File: config.mk
export PLATFORM = sky130hd
export DESIGN_NAME = led_blink_code
export DESIGN_NICKNAME = d
export VERILOG_FILES = /design/src/rtl/led_blink_code.sv
export SDC_FILE = /design/constraint.sdc
export NUM_CORES = 1
export LEC_CHECK = 0
export BUFFER_PORTS_ARGS = -buffer_cell sky130_fd_sc_hd__buf_2
export CAP_MARGIN = 0
export CELL_PAD_IN_SITES_DETAIL_PLACEMENT = 1
export CELL_PAD_IN_SITES_GLOBAL_PLACEMENT = 1
export CORE_ASPECT_RATIO = 1.5
export CORE_UTILIZATION = 42
export DETAILED_ROUTE_END_ITERATION = 10
export MAX_ROUTING_LAYER = met4
export PLACE_DENSITY_LB_ADDON = 0.12
export SYNTH_ARGS = -nofsm -noshare
export SYNTH_HDL_FRONTEND = slang
export SYNTH_SLANG_ARGS = --single-unit
File: constraint.sdc
create_clock -name clk -period 2.66 [get_ports clk]
set_clock_uncertainty 0.2 [all_clocks]
set_input_delay 0.266 -clock clk [delete_from_list [all_inputs] [get_ports clk]]
set_output_delay 0.266 -clock clk [all_outputs]
set_load 0.02 [all_outputs]
File: src/rtl/led_blink_code.sv
// led_blink_code: shows a 4-bit status code on one LED as a repeating blink pattern.
// 0 = off, 15 = solid on, 1..14 = that many blinks followed by a long gap.
// A new code is taken only in IDLE or on the last cycle of GAP, so frames are never cut short.
module led_blink_code #(
    parameter int unsigned TICK_DIV       = 50000,
    parameter int unsigned ON_TICKS       = 250,
    parameter int unsigned OFF_TICKS      = 250,
    parameter int unsigned GAP_TICKS      = 1000,
    parameter logic        LED_ACTIVE_LOW = 1'b0
) (
    input  logic       clk,
    input  logic       reset,
    input  logic [3:0] code,
    output logic       led,
    output logic       busy,
    output logic       frame_done
);

    localparam int unsigned CNT_W = 16;
    localparam int unsigned BLK_W = 4;

    localparam logic [CNT_W-1:0] PRESC_LAST = CNT_W'(TICK_DIV - 1);
    localparam logic [CNT_W-1:0] ON_LAST    = CNT_W'(ON_TICKS - 1);
    localparam logic [CNT_W-1:0] OFF_LAST   = CNT_W'(OFF_TICKS - 1);
    localparam logic [CNT_W-1:0] GAP_LAST   = CNT_W'(GAP_TICKS - 1);

    typedef enum logic [1:0] {
        S_IDLE = 2'd0,
        S_ON   = 2'd1,
        S_OFF  = 2'd2,
        S_GAP  = 2'd3
    } state_t;

    state_t             state_q, state_d;
    logic [CNT_W-1:0]   presc_q, presc_d;
    logic [CNT_W-1:0]   phase_q, phase_d;
    logic [BLK_W-1:0]   blink_q, blink_d;
    logic               led_q, led_d;
    logic               busy_q, busy_d;
    logic               frame_done_q, frame_done_d;

    logic               tick;
    logic               code_valid;
    logic               clear;
    logic               led_on;

    // Next-state, counter and output computation; outputs are derived from the next state
    // so that they register on the same edge as the state itself.
    always_comb begin
        state_d      = state_q;
        blink_d      = blink_q;
        clear        = 1'b0;
        tick         = (presc_q == PRESC_LAST);
        code_valid   = (code != 4'h0) && (code != 4'hF);
        presc_d      = tick ? '0 : presc_q + CNT_W'(1);
        phase_d      = tick ? phase_q + CNT_W'(1) : phase_q;

        case (state_q)
            S_IDLE: begin
                clear = 1'b1;
                if (code_valid) begin
                    state_d = S_ON;
                    blink_d = code;
                end
            end
            S_ON: begin
                if (tick && (phase_q == ON_LAST)) begin
                    clear   = 1'b1;
                    blink_d = blink_q - BLK_W'(1);
                    state_d = (blink_q > BLK_W'(1)) ? S_OFF : S_GAP;
                end
            end
            S_OFF: begin
                if (tick && (phase_q == OFF_LAST)) begin
                    clear   = 1'b1;
                    state_d = S_ON;
                end
            end
            S_GAP: begin
                if (tick && (phase_q == GAP_LAST)) begin
                    clear = 1'b1;
                    if (code_valid) begin
                        state_d = S_ON;
                        blink_d = code;
                    end else begin
                        state_d = S_IDLE;
                    end
                end
            end
            default: begin
                clear   = 1'b1;
                state_d = S_IDLE;
            end
        endcase

        if (clear) begin
            presc_d = '0;
            phase_d = '0;
        end

        led_on       = (state_d == S_ON) || ((state_d == S_IDLE) && (code == 4'hF));
        led_d        = led_on ^ LED_ACTIVE_LOW;
        busy_d       = (state_d != S_IDLE);
        // High for the cycle that will be the final cycle of GAP.
        frame_done_d = (state_d == S_GAP) && (presc_d == PRESC_LAST) && (phase_d == GAP_LAST);
    end

    // State, counters and registered outputs with synchronous reset.
    always_ff @(posedge clk) begin
        if (reset) begin
            state_q      <= S_IDLE;
            presc_q      <= '0;
            phase_q      <= '0;
            blink_q      <= '0;
            led_q        <= LED_ACTIVE_LOW;
            busy_q       <= 1'b0;
            frame_done_q <= 1'b0;
        end else begin
            state_q      <= state_d;
            presc_q      <= presc_d;
            phase_q      <= phase_d;
            blink_q      <= blink_d;
            led_q        <= led_d;
            busy_q       <= busy_d;
            frame_done_q <= frame_done_d;
        end
    end

    assign led        = led_q;
    assign busy       = busy_q;
    assign frame_done = frame_done_q;

endmodule
==> impl_metrics.env <==
export IMPL_multi_input_area_mm2=0.001558
export IMPL_clk_path_buf_depth=2
export IMPL_p_leak_nw=0.9806
export IMPL_row_count=33
export IMPL_status="complete, no violations"
export IMPL_first_global_vias=2221
export IMPL_holdPathEnd="busy"
export IMPL_crit_arrival_ns=2.61
export IMPL_synthArstFlopShare=0
export IMPL_post_dp_hpwl_mm=4.783
export IMPL_die_area_mm2=0.006091
export IMPL_n_antenna_cell=0
export IMPL_yosys_top_cells_count="51 x nor2_1, 41 x dfxtp_1, 21 x xor2_1"
export IMPL_setup_viol=0
export IMPL_total_power_mw=1.200
export IMPL_grt_setup_unrepaired="true"
export IMPL_grt_overflow=0
export IMPL_fmax_mhz=386.5
export IMPL_period_share=0.9727
export IMPL_worstHoldPathType="input pin to flop"
export IMPL_end_kind="flop"
export IMPL_tightestPinTransition_ns=0.4110
export IMPL_ant_nets=0
export IMPL_floorplan_initialDensity=0.4385
export IMPL_whs_path_depth=2
export IMPL_drt_pass1_iter_count=6
export IMPL_layout_area_seq_um2=823.3
export IMPL_dieHeight_um=95.09
export IMPL_clk_pin_slew_ns=0.08
export IMPL_synth_area_top_cells="dfxtp_1 34%, nor2_1 7.9%, xor2_1 7.6%"
export IMPL_netlist_area_leader_share=0.3383
export IMPL_grt_max_degree=16
export IMPL_ys_seq_area_frac=0.3383
export IMPL_p_per_area_mw_per_mm2=434.2
export IMPL_synth_most_common_cell="nor2_1"
export IMPL_antenna_found_initial=0
export IMPL_start_kind="flop"
export IMPL_ys_seq_elements=41
export IMPL_syn_avg_cell_area_um2=8.224
export IMPL_area_growth_pct=13.92
export IMPL_slew_headroom=0.7239
export IMPL_synth_area_mm2=0.002426
export IMPL_grt_usage=0.2297
export IMPL_avgRoutedWirePerCell_um=16.16
export IMPL_drc=0
export IMPL_clock_sinks=41
export IMPL_design_area_mm2=0.002764
export IMPL_yosys_warnings=0
export IMPL_nets=331
export IMPL_critPathRequiredTime_ns=2.68
export IMPL_worstReg2RegEnd="blink_q[0]"
export IMPL_gp_congestion=0.8509
export IMPL_port_buffers=8
export IMPL_num_io_pins=9
export IMPL_cap_violations=0
export IMPL_grt_pass1_wl_mm=10.54
export IMPL_synth_top_area_cell="dfxtp_1"
export IMPL_wl_mm=6.220
export IMPL_netlist_instances=295
export IMPL_vias=2159
export IMPL_vias_per_cell=5.608
export IMPL_numCtsBuffers=5
export IMPL_drive_gt1_frac=0.1714
export IMPL_cts_tree="done"
export IMPL_ctsHtreeMaxLevel=2
export IMPL_synth_distinct_cells=48
export IMPL_synth_nets=311
export IMPL_final_max_slew_violation_count=0
export IMPL_hold_violations=0
export IMPL_period_minus_slack_ns=2.587
export IMPL_min_from="reset"
export IMPL_worst_path_max_fanout=7
export IMPL_root_buffer="clkbuf_8"
export IMPL_drtIter0Drc=69
export IMPL_r2r_slack_ns=0.07
export IMPL_synth_edff_count=0
export IMPL_crit_type="flop to flop"
export IMPL_num_fill_cells=706
export IMPL_ir_worst_vdd_mv=0.2896
export IMPL_r2r_cells=8
export IMPL_clock_latency_ns=0.29
export IMPL_timing_rr_start="presc_q[0]"
export IMPL_die_x_um=64.06
export IMPL_core_area_mm2=0.005533
export IMPL_synthFlopType="dfxtp_1"
export IMPL_postPlaceCellArea_mm2=0.002629
[through the flow]
step                      std cells  utilization  setup TNS [ns]  hold WS (ns)  setup WS (ns)
after global placement          377       0.4751               0        0.2541         0.1271
after global routing            385       0.4995        -0.04773       0.08656       -0.04120
after floorplan                 295            -               0        0.2373         0.1832
final                           385       0.4995               0       0.08733        0.07270
after CTS                       384       0.4910               0       0.07147        0.03977
after detailed placement        377       0.4751               0        0.2812        0.01594
[final cells by class]
cell class / instances / share of cell area
Clock buffer: 7 / 0.03124
Tap cell: 70 / 0.03169
Timing Repair Buffer: 26 / 0.06338
Multi-Input combinational cell: 232 / 0.5636
Sequential cell: 41 / 0.2979
Inverter: 9 / 0.01222
[worst max-delay path, cell delays in order, from the launching register on]
cell	delay, ns
dfxtp_2	0.37
ha_1	0.17
and4_2	0.29
nand3_4	0.12
or4_4	0.58
nand2_2	0.14
nand3b_4	0.13
or3_1	0.36
a21oi_1	0.16
[cell usage in the layout, fill, tap and decap left out, types with 2 or more instances in the layout]
cell type / instances
dfxtp_1: 39
nor2_1: 50
o211ai_1: 2
o21ai_0: 6
ha_1: 10
or3_1: 2
nor4_2: 3
buf_4: 18
nor4_1: 2
o31ai_1: 2
buf_2: 8
xor2_1: 21
xnor2_1: 13
a21oi_1: 12
nand3_1: 17
nor4b_1: 2
nand2b_1: 5
and4b_1: 3
inv_1: 9
nor2b_1: 3
nand2_1: 17
dfxtp_2: 2
mux2i_1: 3
nand4_1: 10
nor3_1: 9
or2_2: 2
a31oi_1: 3
and4_1: 5
and3_1: 7
mux2_2: 3
clkbuf_8: 6
[flip-flops by register name (all words and copies together), names as in the netlist]
register,flops
blink_q,4
led,1
frame_done,1
busy,1
phase_q,16
state_q,2
presc_q,16
[metal layers]
layer  wire, um  track usage
met3         82      0.02871
met1       2670       0.2440
met4         67      0.06250
met5          0            -
met2       3399       0.4397
[cells by family after synthesis]
logic type / share of synthesized area
simple gates: 0.3388
flops: 0.3383
xor+xnor: 0.1227
compound gates: 0.08665
buf+inv: 0.03558
fa+ha+maj: 0.05157
mux: 0.02630
[repair_timing]
item / CTS / global route
setup buffers: 0 / 1
hold buffers: 0 / 0
pin swaps: 0 / 3
resized for setup: 1 / 8
endpoints found under the setup margin: 1 / 3
cloned: 0 / 0
[report_power, final]
| part | internal (mW) | total [mW] | switching [mW] | leakage, nW |
|---|---|---|---|---|
| sequential | 0.630 | 0.643 | 0.0130 | 0.333 |
| combinational | 0.0560 | 0.141 | 0.0845 | 0.603 |
| clock | 0.206 | 0.417 | 0.211 | 0.0443 |
[how the worst max path moves through the flow]
stage / start / endpoint / slack [ns] / cells past startpoint
floorplan: presc_q[0] / blink_q[0] / 0.18 / 8
global placement: presc_q[0] / blink_q[0] / 0.13 / 8
detailed placement: presc_q[0] / blink_q[0] / 0.02 / 8
CTS: presc_q[1] / blink_q[0] / 0.04 / 8
global route: phase_q[1] / frame_done / -0.04 / 9
finish: presc_q[0] / blink_q[0] / 0.07 / 8
Power figures use the tool's default switching activity.
